## config.mk

```make
export PLATFORM = sky130hd
export DESIGN_NAME = led_blink_sched
export DESIGN_NICKNAME = d
export VERILOG_FILES = /design/src/rtl/led_sched_pkg.sv /design/src/rtl/led_phase_timer.sv /design/src/rtl/led_blink_sched.sv
export SDC_FILE = /design/constraint.sdc
export NUM_CORES = 1
export LEC_CHECK = 0
export ABC_AREA = 1
export BUFFER_PORTS_ARGS = -buffer_cell sky130_fd_sc_hd__buf_2
export CAP_MARGIN = 20
export CORE_ASPECT_RATIO = 0.75
export CORE_MARGIN = 4
export CORE_UTILIZATION = 55
export CTS_CLUSTER_DIAMETER = 120
export DETAILED_ROUTE_END_ITERATION = 8
export GPL_ROUTABILITY_DRIVEN = 0
export PLACE_DENSITY = 0.81
export SYNTH_ARGS = -nofsm -noshare
export SYNTH_HDL_FRONTEND = slang
export SYNTH_SLANG_ARGS = --single-unit
```

## constraint.sdc

```tcl
create_clock -name clk -period 3.72 [get_ports clk]
set_clock_uncertainty 0.2 [all_clocks]
set_input_delay 0.372 -clock clk [delete_from_list [all_inputs] [get_ports clk]]
set_output_delay 0.372 -clock clk [all_outputs]
set_load 0.01 [all_outputs]
```

## src/rtl/led_sched_pkg.sv

```systemverilog
// Shared definitions for the LED blink scheduler.
//   state_t : scheduler FSM states (IDLE, ON, OFF, GAP)
//   MAX_REQ : upper bound on the number of requesters
//   rr_pick : round-robin search that returns the first set request bit
//             at or after a start pointer, wrapping modulo n
package led_sched_pkg;

  typedef enum logic [1:0] {
    IDLE = 2'd0,
    ON   = 2'd1,
    OFF  = 2'd2,
    GAP  = 2'd3
  } state_t;

  localparam int MAX_REQ = 8;

  // The loop walks the offsets from highest to lowest, so the last hit it
  // records is the one closest to ptr. The bound is fixed so that the loop
  // unrolls to a static structure, and offsets >= n are skipped.
  function automatic int rr_pick(input logic [MAX_REQ-1:0] req,
                                 input int ptr,
                                 input int n);
    int pick;
    int idx;
    pick = 0;
    for (int i = MAX_REQ - 1; i >= 0; i--) begin
      if (i < n) begin
        idx = (ptr + i) % n;
        if (req[idx[2:0]]) pick = idx;
      end
    end
    return pick;
  endfunction

endpackage

```

## src/rtl/led_phase_timer.sv

```systemverilog
// Phase timer shared by the ON, OFF and GAP states.
//   clk, rst : clock and asynchronous active-high reset
//   load     : restart the count at 0 (asserted on every state entry)
//   limit    : phase length in cycles; W+1 bits wide so that a limit of
//              exactly 2^W still fits
//   expire   : high during the last cycle of the phase (count == limit-1)
module led_phase_timer #(
  parameter int W = 2
) (
  input  logic         clk,
  input  logic         rst,
  input  logic         load,
  input  logic [W:0]   limit,
  output logic         expire
);

  logic [W-1:0] cnt;

  always_ff @(posedge clk or posedge rst) begin
    if (rst) begin
      cnt <= '0;
    end else if (load) begin
      cnt <= '0;
    end else begin
      cnt <= cnt + 1'b1;
    end
  end

  // The owner loads on every expire, so the counter never runs past limit-1.
  assign expire = ({1'b0, cnt} == (limit - (W+1)'(1)));

endmodule

```

## src/rtl/led_blink_sched.sv

```systemverilog
// Round-robin scheduler that shares one LED between N_REQ requesters.
// Each grant plays a burst of blinks (HALF_PERIOD on, HALF_PERIOD off per
// blink), then GAP_CYCLES dark cycles, then pulses done to the requester.
//   clk        : system clock
//   rst        : asynchronous active-high reset; abandons any burst
//   req        : level request per requester, sampled only while idle
//   req_blinks : CNT_W-bit blink count per requester, packed by index
//   gnt        : one-hot single-cycle pulse on acceptance
//   done       : one-hot single-cycle pulse when burst plus gap completes
//   busy       : high from grant through the done cycle
//   led1       : LED drive, 1 = lit
module led_blink_sched
  import led_sched_pkg::*;
#(
  parameter int HALF_PERIOD = 25_000_000,
  parameter int GAP_CYCLES  = 50_000_000,
  parameter int N_REQ       = 4,
  parameter int CNT_W       = 4
) (
  input  logic                     clk,
  input  logic                     rst,
  input  logic [N_REQ-1:0]         req,
  input  logic [N_REQ*CNT_W-1:0]   req_blinks,
  output logic [N_REQ-1:0]         gnt,
  output logic [N_REQ-1:0]         done,
  output logic                     busy,
  output logic                     led1
);

  localparam int MAX_LIM = (HALF_PERIOD > GAP_CYCLES) ? HALF_PERIOD : GAP_CYCLES;
  localparam int CW      = $clog2(MAX_LIM);
  localparam int PW      = (N_REQ > 1) ? $clog2(N_REQ) : 1;

  localparam logic [CW:0] HALF_LIM = (CW+1)'(HALF_PERIOD);
  localparam logic [CW:0] GAP_LIM  = (CW+1)'(GAP_CYCLES);

  state_t              state;
  logic [CNT_W-1:0]    remaining;
  logic [PW-1:0]       ptr;
  logic [PW-1:0]       idx;

  logic [MAX_REQ-1:0]  req_ext;
  int                  pick;
  logic [N_REQ-1:0]    pick_oh;
  logic [CNT_W-1:0]    pick_blinks;
  logic [CW:0]         limit;
  logic                load;
  logic                expire;

  always_comb begin
    req_ext              = '0;
    req_ext[N_REQ-1:0]   = req;
    pick                 = rr_pick(req_ext, int'(ptr), N_REQ);
    pick_oh              = N_REQ'(1) << pick;
    pick_blinks          = req_blinks[pick*CNT_W +: CNT_W];
    limit                = (state == GAP) ? GAP_LIM : HALF_LIM;
    // Holding load through IDLE makes the counter start at 0 on the grant
    // edge; every expire coincides with a state change, so it reloads too.
    load                 = (state == IDLE) || expire;
  end

  led_phase_timer #(
    .W (CW)
  ) u_timer (
    .clk    (clk),
    .rst    (rst),
    .load   (load),
    .limit  (limit),
    .expire (expire)
  );

  always_ff @(posedge clk or posedge rst) begin
    if (rst) begin
      state     <= IDLE;
      remaining <= '0;
      ptr       <= '0;
      idx       <= '0;
      gnt       <= '0;
      done      <= '0;
      busy      <= 1'b0;
      led1      <= 1'b0;
    end else begin
      gnt  <= '0;
      done <= '0;
      case (state)
        IDLE: begin
          busy <= 1'b0;
          led1 <= 1'b0;
          if (|req) begin
            gnt       <= pick_oh;
            idx       <= PW'(pick);
            ptr       <= PW'((pick + 1) % N_REQ);
            remaining <= pick_blinks;
            busy      <= 1'b1;
            if (pick_blinks != '0) begin
              state <= ON;
              led1  <= 1'b1;
            end else begin
              state <= GAP;
            end
          end
        end
        ON: begin
          if (expire) begin
            state <= OFF;
            led1  <= 1'b0;
            if (remaining != '0) remaining <= remaining - 1'b1;
          end
        end
        OFF: begin
          if (expire) begin
            if (remaining != '0) begin
              state <= ON;
              led1  <= 1'b1;
            end else begin
              state <= GAP;
            end
          end
        end
        GAP: begin
          // busy stays high through the done cycle; IDLE clears it.
          if (expire) begin
            done  <= N_REQ'(1) << idx;
            state <= IDLE;
          end
        end
        default: state <= IDLE;
      endcase
    end
  end

endmodule

```

After elaboration in Yosys (flattened, before gate mapping)
Cells that the tools add are included.
Storage, ports and cells
  bits in registers: 46
Operators by class
  add/subtract/negate cells: 7
  magnitude comparators: 4
  eq/ne operators: 10
  shift operators: 3
  muxes and demuxes: 36
  bitwise operators: 3
  reductions and logical operators: 14
Operator list (count)
  32-bit two-way mux: 4
  26-bit two-way mux: 2
  16-bit by 32-bit indexed part select with 4-bit output: 1
  1-bit by 32-bit left shift with 4-bit output (first input constant): 1
  4-bit two-way mux: 7
  26-bit by 27-bit == test with 1-bit output: 1
  26-bit by 1-bit subtractor with 27-bit output (second input constant): 1
  26-bit by 1-bit adder with 26-bit output (second input constant): 1
  3-bit by 4-bit < comparator with 1-bit output (second input constant): 3
  2-bit two-way mux: 6
  4-bit AND reduction: 3
  1-bit two-way mux: 10
  2-bit != test (second input constant): 5
  1-bit binary-select mux with 3-bit select: 3
  2-bit one-hot mux with 4 select lines: 1
  4-bit one-hot mux with 2 select lines: 1
  4-bit nonzero test: 2
  2-bit adder (second input constant): 3
  2-bit OR reduction: 3
  2-bit == test (second input constant): 2
  2-bit by 4-bit < comparator with 1-bit output (second input constant): 1
  4-bit OR reduction: 1
  1-bit by 2-bit left shift with 4-bit output (first input constant): 1
  4-bit by 1-bit subtractor with 4-bit output (second input constant): 1
  11 further kinds: 13

Depth between registers and ports, before layout
  word-level depth: 14
  depth in mapped cells: 19
  gate-level depth less buffers: 17

Modules after synthesis
A second synthesis with hierarchy kept.
Second synthesis, totals
  cell total of the unflattened synthesis: 587
  area total of the unflattened synthesis: 4013.8 um^2
By module, submodules not included
  led_phase_timer: instances 1, cells an instance 390, area an instance 2555.0 um^2
  led_blink_sched: instances 1, cells an instance 197, area an instance 1458.9 um^2

Worst setup path before layout
No wires, ideal clock.
  path kind: register to register
  start: register state[0]
  end: register u_timer.cnt[13]
  library setup time: 126 ps
  arrival: 1679 ps
  setup slack: 1715 ps
  cell stages (with the launch flop): 12
  cell sequence: dfrtp_1 > ha_1 > inv_2 > nor3_1 > nand4_1 > nand2_1 > nand2_1 > nor2_4 > nor2_4 > inv_1 > buf_2 > nor3_1
Between the ends
  word-level cells in the longest chain between the ends: 6
  elaborated cells between the ends (all ways): 7
  classes of those cells: 1 x add/sub; 2 x eq/ne; 2 x mux; 2 x reduce/logical
Ends and longest elaborated chain
  start: declaration: RTL line led_blink_sched.sv:37  | state_t state;
  start signal: assignment: RTL line led_blink_sched.sv:74  | state <= IDLE;
  start signal: assignment: RTL line led_blink_sched.sv:96  | state <= ON;
  start signal: assignment: RTL line led_blink_sched.sv:99  | state <= GAP;
  2-bit == test: RTL line led_blink_sched.sv:56  | limit = (state == GAP) ? GAP_LIM : HALF_LIM;
  26-bit two-way mux: RTL line led_blink_sched.sv:56
  26-bit by 1-bit subtractor with 27-bit output: RTL line led_phase_timer.sv:30  | assign expire = ({1'b0, cnt} == (limit - (W+1)'(1)));
  26-bit by 27-bit == test with 1-bit output: RTL line led_phase_timer.sv:30
  1-bit logical OR *: RTL line led_blink_sched.sv:59  | load = (state == IDLE) || expire;
  26-bit two-way mux *: RTL line led_phase_timer.sv:22  | end else if (load) begin
  end signal: assignment: RTL line led_phase_timer.sv:25  | cnt <= cnt + 1'b1;
  end: declaration: RTL line led_phase_timer.sv:17  | logic [W-1:0] cnt;
Every way passes the cells marked *; elsewhere a longest branch is shown, timed or not.
A chain may end at the register's enable or synchronous reset.

Worst setup path in the final report
  start: register state[0]
  end: register u_timer.cnt[23]
Same word-level chain as after synthesis.

==> flow_summary.json <==
{
  "maxCapViolCount": 0,
  "synth_area_leaders": "dfrtp_1 40%, nand2_1 9.5%, inv_1 7.8%",
  "synth_cells": 375,
  "drt-initial-drc-count": 177,
  "cp.arrival_ns": 2.40,
  "fin_setup_tns_ns": 0,
  "crit_chain": "ha_1, inv_2, nor3_1, nand4_1, nand2_1, nand2_1, nor2_4, nor2_4, inv_1, nor3_1",
  "synth_area_leader_cell": "dfrtp_1",
  "postRouteAntennaNets": 0,
  "period_share": 0.657,
  "synth_fa_ha_area_frac": 0.0476,
  "syn_to_final_growth_pct": 11.4,
  "insertion_delay_ns": 0.30,
  "busiest_layer": "met2",
  "synth-main-ff-cell": "dfrtp_1",
  "leakagePower_nw": 1.61,
  "root_buffer": "clkbuf_8",
  "diodes": 0,
  "grt_pass1_vias": 2327,
  "cts_resized": 0,
  "cp.required_ns": 3.68,
  "synthMuxAreaShare": 0,
  "ys_seq_elements": 46,
  "hold_slack_ns": -0.00551,
  "drive_gt1_frac": 0.199,
  "pre_cts_slack_ns": 1.32,
  "clk_pin_slew_ns": 0.09,
  "slowest_stage": "dfrtp_1",
  "die_height_microns": 70.8,
  "via_per_inst": 5.24,
  "port_buffers": 31,
  "fp.dieW_microns": 91.7,
  "yosysTopAreaCellShare": 0.398,
  "grt_max_degree": 47,
  "slowest_delay_ns": 0.41,
  "drt-pass1-iter-count": 5,
  "synthTopCellsByCount": "73 x nand2_1, 60 x inv_1, 46 x dfrtp_1",
  "totalWireLength_microns": 6040,
  "ios": 32,
  "postCtsSetupBuffers": 0,
  "cts_buffers": 5,
  "synth_xor_area_frac": 0.0182,
  "synthesis.area_sq_um": 2890,
  "dp_cells": 476,
  "hp-class": "in2async",
  "outcome": "finished, violations left",
  "violations": "hold timing",
  "synth_edf_count": 0,
  "htree_levels": 2,
  "synthArstFlopShare": 1.00,
  "powerDensity_nw_per_um2": 715,
  "wl_per_cell_microns": 12.5,
  "synth_cell_types": 40,
  "hpwlAfterDp_microns": 4660,
  "setup_viol": 0,
  "worst_slack_ns": 1.28,
  "ir_drop_mv": 0.456,
  "crit_path_start": "state[0]",
  "grt_util_met1": 0.291,
  "cts_tree": "done",
  "yosysSeqAreaShare": 0.398,
  "grt_util_met2": 0.309,
  "die-area_sq_um": 6490,
  "synth_top_family_by_area": "simple AND/OR/NAND/NOR gates",
  "synth-compound-area-share": 0.0913,
  "period_minus_slack_ns": 2.44,
  "initial_utilization": 0.580,
  "groute.usage.overall": 0.199,
  "met3_usage": 0.0414,
  "clock-sinks": 46,
  "ys_warn_count": 0,
  "fmax_mhz": 409,
  "critPathCaptureType": "flip-flop",
  "vias": 2538,
  "drc": 0,
  "syn_avg_cell_area_sq_um": 7.71,
  "fin_nets": 444,
  "rrSetupSlack_ns": 1.28,
  "path_class": "reg2reg",
  "finalMaxSlewViolations": 0,
  "syn_nets": 408,
  "rsz0062_at_grt": "false",
  "grt_pass1_wl_microns": 10500,
  "worstPathMaxFanout": 16,
  "holdBufCountCts": 0,
  "hold_viol_final": 11,
  "yosys.area_share.simple": 0.344,
  "finalNonFillerCells": 484,
  "timing.slew.headroom": 0.588,
  "antenna_found_initial": 0,
  "reg2reg_from": "state[0]",
  "fin_util": 0.647,
  "clk_path_buf_depth": 2,
  "row_count": 22,
  "tightestPinTransition_ns": 0.612,
  "post-synth-top-count-cell": "nand2_1",
  "core_sq_um": 4980,
  "worstSetupStartpointType": "flip-flop",
  "grt_overflow": 0
}
-- registers in the layout, summed over array words and instances (netlist names) --
signal and cells:
u_timer.cnt 26, done 4, gnt 4, remaining 4, idx 2, ptr 2
state 2, busy 1, led1 1
-- per-layer routing --
layer	part of all wire	routed length, microns
met4	0.0081	49
met1	0.50	3010
met3	0.052	316
met5	0	0
met2	0.44	2670
-- path summary, 6_finish.rpt --
kind                                   end  depth (start not counted)
max in group asynchronous   u_timer.cnt[9]                          3
min                        u_timer.cnt[18]                          3
max                        u_timer.cnt[23]                         10
min in group clk            u_timer.cnt[0]                          1
max reg2reg                u_timer.cnt[23]                         10
min reg2reg                 u_timer.cnt[0]                          1
-- power breakdown --
part	internal (mW)	leakage (nW)	total, mW	switching [mW]
sequential	0.602	0.612	0.682	0.0809
combinational	0.426	0.949	1.25	0.822
clock	0.200	0.0504	0.373	0.173
total	1.23	1.61	2.30	1.08
-- cells by family after synthesis --
family,after synthesis
compound gates,44
flops,46
buf+inv,69
simple gates,199
fa+ha+maj,11
xor+xnor,6
-- through the flow --
step                      power [mW]  area [sq um]
after CTS                       2.30          3220
final                           2.30          3220
after floorplan                 1.71          2890
after detailed placement        1.93          3110
after global placement          1.87          3110
after global routing            2.53          3220
-- layout make-up --
| class | instances | area (sq um) |
|---|---|---|
| fill | 420 | 1760 |
| multi-input combinational | 260 | 1450 |
| sequential | 46 | 1150 |
| inverter | 66 | 255 |
| timing repair buffer | 32 | 163 |
| tap | 72 | 90.1 |
| clock buffer | 5 | 68.8 |
| clock inverter | 3 | 45.0 |
-- cells in the final DEF, fill, tap and decap left out, types with 2 or more instances in the layout --
| master | instances |
|---|---|
| and2_4 | 2 |
| nor4_1 | 3 |
| dfrtp_1 | 46 |
| o21ai_0 | 12 |
| clkbuf_8 | 5 |
| nand3b_1 | 3 |
| a211oi_1 | 3 |
| a21oi_1 | 15 |
| nor2_4 | 3 |
| clkinvlp_4 | 2 |
| buf_2 | 31 |
| o21ai_1 | 2 |
| nor3_1 | 20 |
| ha_1 | 11 |
| nor3_2 | 5 |
| nand2_1 | 73 |
| inv_2 | 5 |
| a31oi_1 | 3 |
| nor2_1 | 36 |
| inv_1 | 59 |
| xor2_1 | 5 |
| nand4_1 | 7 |
| nand3_1 | 23 |
| nand2_4 | 4 |
| nand2_2 | 16 |
-- critical path: cells and delay by family, from the launching register on --
kind / cells / cell delay [ns]
buffers and inverters: 2 / 0.52
DFF: 1 / 0.41
and+or+nand+nor: 7 / 0.92
adders and majority gates: 1 / 0.25
Note: power is estimated with default switching activity, not from simulation.
